File: src/rtl/g1_pipe_pkg.sv
`default_nettype none
// +--------------------------------------------------------------------+
// | g1_pipe_pkg : shared types, defaults and helpers for the scoreboard |
// | Revision    : 1.0                                                  |
// +--------------------------------------------------------------------+
package g1_pipe_pkg;

   localparam int DEFAULT_NREGS = 16;
   localparam int DEFAULT_DEPTH = 3;
   // Entry fields are sized for DEPTH up to 15 so the struct is parameter-independent
   localparam int MAX_POS_W     = 4;

   localparam logic [MAX_POS_W-1:0] SEL_REGFILE = '0;

   typedef struct packed {
      logic                 valid;
      logic [MAX_POS_W-1:0] pos;
      logic [MAX_POS_W-1:0] lat;
   } sb_entry_t;

   function automatic logic [MAX_POS_W-1:0] clamp_lat(input logic [MAX_POS_W-1:0] lat,
                                                      input int depth);
      logic [MAX_POS_W-1:0] lim;
      lim = MAX_POS_W'(depth - 1);
      if (lat == '0) begin
         return MAX_POS_W'(1);
      end
      if (lat > lim) begin
         return lim;
      end
      return lat;
   endfunction

endpackage
`default_nettype wire

File: src/rtl/sb_entry.sv
`default_nettype none
// +--------------------------------------------------------------------+
// | sb_entry : one register's in-flight writer (advance/retire/overwrite)|
// | Revision : 1.0                                                     |
// +--------------------------------------------------------------------+
module sb_entry
   import g1_pipe_pkg::*;
#(
   parameter int DEPTH = DEFAULT_DEPTH
)(
   input  logic                 clk,
   input  logic                 rst,
   input  logic                 freeze,
   input  logic                 wr_en,
   input  logic [MAX_POS_W-1:0] wr_lat,
   output sb_entry_t            entry
);

   sb_entry_t entry_d;
   sb_entry_t entry_q;

   always_comb begin
      entry_d = entry_q;
      if (!freeze) begin
         if (entry_q.valid) begin
            if (entry_q.pos == MAX_POS_W'(DEPTH)) begin
               entry_d = '0;
            end else begin
               entry_d.pos = entry_q.pos + MAX_POS_W'(1);
            end
         end
         // A new writer replaces whatever is in flight, including a retiring one
         if (wr_en) begin
            entry_d.valid = 1'b1;
            entry_d.pos   = MAX_POS_W'(1);
            entry_d.lat   = wr_lat;
         end
      end
   end

   always_ff @(posedge clk or posedge rst) begin
      if (rst) begin
         entry_q <= '0;
      end else begin
         entry_q <= entry_d;
      end
   end

   assign entry = entry_q;

endmodule
`default_nettype wire

File: src/rtl/scoreboard_hazard_unit.sv
`default_nettype none
// +--------------------------------------------------------------------+
// | scoreboard_hazard_unit : per-register scoreboard, stall and bypass  |
// | Revision               : 1.0                                       |
// +--------------------------------------------------------------------+
module scoreboard_hazard_unit
   import g1_pipe_pkg::*;
#(
   parameter int NREGS    = DEFAULT_NREGS,
   parameter int DEPTH    = DEFAULT_DEPTH,
   parameter bit ZERO_REG = 1'b1,
   localparam int ADDR_W  = $clog2(NREGS),
   localparam int POS_W   = $clog2(DEPTH + 1)
)(
   input  logic              clk,
   input  logic              rst,
   input  logic              forward_EN,
   input  logic              freeze,
   input  logic              flush,
   input  logic              id_valid,
   input  logic [ADDR_W-1:0] id_src1,
   input  logic [ADDR_W-1:0] id_src2,
   input  logic              id_src1_used,
   input  logic              id_src2_used,
   input  logic [ADDR_W-1:0] id_dest,
   input  logic              id_wb_en,
   input  logic [POS_W-1:0]  id_lat,
   output logic              hazard_detected,
   output logic              issue,
   output logic [POS_W-1:0]  ex_src1_sel,
   output logic [POS_W-1:0]  ex_src2_sel,
   output logic              sb_empty
);

   sb_entry_t            entries [NREGS];
   logic [MAX_POS_W-1:0] wr_lat;
   logic                 stall1, stall2;
   logic [MAX_POS_W-1:0] sel1, sel2;
   logic [POS_W-1:0]     sel1_d, sel1_q, sel2_d, sel2_q;
   logic                 any_valid;

   assign wr_lat = clamp_lat(MAX_POS_W'(id_lat), DEPTH);

   for (genvar r = 0; r < NREGS; r++) begin : g_entry
      if (ZERO_REG && (r == 0)) begin : g_zero
         assign entries[r] = '0;
      end else begin : g_track
         sb_entry #(.DEPTH(DEPTH)) u_entry (
            .clk    (clk),
            .rst    (rst),
            .freeze (freeze),
            .wr_en  (issue && id_wb_en && (id_dest == ADDR_W'(r))),
            .wr_lat (wr_lat),
            .entry  (entries[r])
         );
      end
   end

   // Returns {stall, sel}. An entry at pos==DEPTH is being written this cycle and reads through.
   function automatic logic [MAX_POS_W:0] resolve(input sb_entry_t e, input logic used,
                                                  input logic fwd);
      logic                 pending;
      logic                 stall;
      logic [MAX_POS_W-1:0] sel;
      pending = e.valid && (e.pos < MAX_POS_W'(DEPTH));
      stall   = 1'b0;
      sel     = SEL_REGFILE;
      if (used && pending) begin
         if (fwd) begin
            stall = (e.pos < e.lat);
            sel   = e.pos + MAX_POS_W'(1);
         end else begin
            stall = 1'b1;
         end
      end
      return {stall, sel};
   endfunction

   always_comb begin
      {stall1, sel1} = resolve(entries[id_src1], id_src1_used, forward_EN);
      {stall2, sel2} = resolve(entries[id_src2], id_src2_used, forward_EN);
   end

   assign hazard_detected = id_valid && !flush && (stall1 || stall2);
   assign issue           = id_valid && !hazard_detected && !freeze && !flush;

   always_comb begin
      sel1_d = sel1_q;
      sel2_d = sel2_q;
      if (issue) begin
         sel1_d = sel1[POS_W-1:0];
         sel2_d = sel2[POS_W-1:0];
      end else if (!freeze) begin
         sel1_d = '0;
         sel2_d = '0;
      end
   end

   always_ff @(posedge clk or posedge rst) begin
      if (rst) begin
         sel1_q <= '0;
         sel2_q <= '0;
      end else begin
         sel1_q <= sel1_d;
         sel2_q <= sel2_d;
      end
   end

   assign ex_src1_sel = sel1_q;
   assign ex_src2_sel = sel2_q;

   always_comb begin
      any_valid = 1'b0;
      for (int i = 0; i < NREGS; i++) begin
         any_valid = any_valid | entries[i].valid;
      end
   end

   assign sb_empty = !any_valid;

endmodule
`default_nettype wire

File: config.mk
export PLATFORM = sky130hd
export DESIGN_NAME = scoreboard_hazard_unit
export DESIGN_NICKNAME = d
export VERILOG_FILES = /design/src/rtl/g1_pipe_pkg.sv /design/src/rtl/sb_entry.sv /design/src/rtl/scoreboard_hazard_unit.sv
export SDC_FILE = /design/constraint.sdc
export NUM_CORES = 1
export LEC_CHECK = 0
export CAP_MARGIN = 20
export CORE_AREA = 2 2 147 149
export CTS_CLUSTER_SIZE = 28
export DETAILED_ROUTE_END_ITERATION = 6
export DIE_AREA = 0 0 149 151
export PLACE_DENSITY = 0.47
export REMOVE_ABC_BUFFERS = 1
export SYNTH_ARGS = -nofsm -noshare
export SYNTH_HDL_FRONTEND = slang
export SYNTH_SLANG_ARGS = --single-unit
File: constraint.sdc
create_clock -name clk -period 6.3 [get_ports clk]
set_input_delay 1.26 -clock clk [delete_from_list [all_inputs] [get_ports clk]]
set_output_delay 1.26 -clock clk [all_outputs]
set_load 0.1 [all_outputs]
==> impl_results.md <==
* RR Startpoint: g_entry[15].g_track.u_entry.entry[5]
* CP max FO at 7
* Post-CTS Hold Buffers at 0
* Layout cells sized above 1 at about an eighth
* Gr busiest metal: met2
* Antenna violations before repair at 0
* Reg2reg end: g_entry[11].g_track.u_entry.entry[0]
* Largest net degree at the start of global routing at 66
* CTS tree: built
* WL final at 20.9 mm
* Min cycle time layout at 6000 ps
* Most common cell after layout, fill and taps aside: nand2_1
* IO Count at 30
* Resized Gates After CTS at 0
* Hold EP: ex_src2_sel[1]
* Critical Path AT at 4740 ps
* RSZ-0062 raised after global routing: no
* Synth-to-layout area growth at 11.0%
* Post-route ant nets at 0
* Final setup viols at 0
* Outcome: complete, no violations
* Placed cells at 988
* Mean area per synthesized cell at 10.0 um^2
* Max-cap violations at 0
* Hold path startpoint: ex_src2_sel[1]
* Final GP Congestion at 0.871
* Clk slew on worst S/H paths at 70 ps
* Core area at 20800 um^2
* DIE AREA at 22500 um^2
* Leak at 3.40 nW
* First-pass GRT wire length at 32.7 mm
* Post-Layout Cell Count at between 1000 and 1500
* DIE WIDTH at 149 um
* CP Class: input port to primary output
* Flop2flop setup slack at 2750 ps
* R2R depth at 10
* DRT iter0 DRCs at roughly 370
* Post-synth EDFFs at 0
* WL/cell at around 21 um
* Final Skew at about 8.6 ps
* Final Hold Vio Count at 0
* Max IR drop VDD at between 0.00009 and 0.0001 V
* CTS Buf Count at 9
* Vias at 5773
* GRT Residual Overflow at 0
* Syn Inst Count at between 700 and 800
* Pre-CTS setup slack at around 340 ps
* CTS H-tree lvls at 3
* Post CTS Setup Buffer Count at 0
* Critical path capture point type: primary output
* GRT Overall Usage at 19.3%
* Clock root cell: clkbuf_16
* Nets at 766
* Residual DRC at 0
* Clock Tree Buf Depth at 2
* Post-synthesis sequential area ratio at 37.9%
* Post-synth ARST share at 100%
* Hpwl dp at 15.4 mm
* Clock latency on the worst-skew pair at between 300 and 400 ps
* Initial Util at 34.6%
* Final slew viol count at 0
* Met2 Use GR at 31.0%
* Total power at 2.51 mW
* Synthesized cell area at approximately 7200 um^2
* YS warnings at 0
* Row cnt at between 50 and 60
* Post-route setup slack at ~300 ps
* FF+latch count, synth at 109
* Fmax at 167 MHz
* Vias in the first global route at between 5000 and 6000
* CTS Sinks at 109
* Most frequent cells in the layout: nand2_1, dfrtp_1, nor2_1, mux2i_1, mux4_2
* Hold WC Path Type: flop to flop
* Core Util, Final at 38.3%
* Count of different cell masters after synthesis at 64
* Slew @ Worst Pin at 982 ps
* Port bufs at 28
* Power per cell area at 314 nW/um^2
* Ys flop type: dfrtp_1
* Required @ worst endpoint at 5040 ps
* Tcrit/Tclk final at 95.2%
* Met3 usage at 3.40%
* Die Height at between 150 and 200 um
* GR Layer Usage met1 at 26.3%
* Critical path startpoint category: input port
* Hold Path Stages at 2
* First-pass detailed-route iteration total at 4
* Drt via density at 5.75
* Slew HR at 34.3%
[synth_stat cells, types with 3 or more instances]
| library cell | number | area (um^2) |
|---|---|---|
| nand2b_1 | 21 | 131 |
| buf_6 | 9 | 101 |
| nor2_1 | 44 | 165 |
| buf_4 | 7 | 52.6 |
| mux2_2 | 8 | 90.1 |
| xor2_1 | 10 | 87.6 |
| inv_1 | 13 | 48.8 |
| nand3_2 | 4 | 40.0 |
| mux4_2 | 35 | 788 |
| nor2b_1 | 25 | 156 |
| o21ai_0 | 25 | 125 |
| and2_1 | 7 | 43.8 |
| a21oi_1 | 32 | 160 |
| a21o_1 | 7 | 52.6 |
| o211ai_1 | 4 | 30.0 |
| a211o_1 | 11 | 96.3 |
| o31ai_1 | 3 | 22.5 |
| mux2i_1 | 39 | 390 |
| nand3_1 | 14 | 70.1 |
| nor3_1 | 13 | 65.1 |
| or3_1 | 5 | 31.3 |
| nand4b_1 | 14 | 123 |
| a221o_1 | 3 | 30.0 |
| nand2_1 | 115 | 432 |
| nor3b_1 | 8 | 60.1 |
| nor4_1 | 3 | 18.8 |
| nand4_1 | 18 | 113 |
| dfrtp_1 | 109 | 2730 |
| a221oi_1 | 3 | 26.3 |
| buf_2 | 8 | 40.0 |
| clkbuf_1 | 19 | 71.3 |
| ha_1 | 19 | 238 |
| a22o_1 | 4 | 35.0 |
| and3_1 | 17 | 106 |
| a31oi_1 | 3 | 18.8 |
[worst max path at each step]
stage	from	slack [ps]	end	cells after the start
2_1_floorplan	id_src1[0]	-130	issue	7
6_report	id_src1[1]	300	issue	11
4_1_cts	id_src1[1]	320	issue	11
3_5_place_dp	id_src1[1]	340	issue	11
3_3_place_gp	id_src1[1]	340	issue	11
5_1_grt	id_src1[1]	200	issue	12
[power by group]
group	internal (mW)	total (mW)	leakage (nW)	switching, mW
clock network	0.357	0.632	0.152	0.274
logic	0.378	0.788	1.82	0.410
registers	0.839	1.09	1.43	0.250
total	1.57	2.51	3.40	0.934
[kinds of logic (layout without fill, tap and decap cells)]
| group | after synthesis | in the layout | synth area share [%] |
|---|---|---|---|
| flip-flops | 109 | 109 | 37.9 |
| adder cells (fa/ha/maj) | 19 | 19 | 3.30 |
| other | 0 | 1 | 0 |
| AND/OR/NAND/NOR | 317 | 317 | 22.7 |
| XOR/XNOR | 11 | 11 | 1.34 |
| buffers and inverters | 57 | 68 | 4.57 |
| AO/OA/AOI/OAI | 120 | 120 | 11.8 |
| multiplexers | 84 | 84 | 18.4 |
[cell type report]
| cell class | count | area, um^2 |
|---|---|---|
| Antenna cell | 1 | 2.50 |
| Clock buffer | 11 | 243 |
| Clock inverter | 4 | 72.6 |
| Fill cell | 2093 | 12800 |
| Inverter | 13 | 51.3 |
| Multi-Input combinational cell | 551 | 4140 |
| Sequential cell | 109 | 2730 |
| Tap cell | 275 | 344 |
| Timing Repair Buffer | 40 | 405 |
[sequential cells by signal, indices dropped and copies added (netlist names)]
name                           cells
ex_src2_sel                        2
ex_src1_sel                        2
g_entry.g_track.u_entry.entry    105
[metal layers]
| metal | wire (um) | up-vias |
|---|---|---|
| met5 | 0 | - |
| met4 | 546 | 0 |
| met3 | 1020 | 32 |
| met2 | 9740 | 147 |
| met1 | 9580 | 2949 |
| li1 | - | 2645 |
[through the flow]
stage	TNS (ps)	instance area [um^2]	hold WS, ps
after floorplan	-130	6920	474
after global placement	0	7670	480
after detailed placement	0	7670	469
after CTS	0	7980	486
after global routing	0	7980	538
final	0	7990	481
[critical path: stages]
cell and delay (ps):
clkdlybuf4s50_1 710, buf_4 300, and2b_1 210, a22o_1 250, mux4_2 480, ha_1 290
o21ai_0 90, or2b_1 290, a31o_2 300, nor3_1 340, buf_12 230
Note: power is estimated with default switching activity, not from simulation.
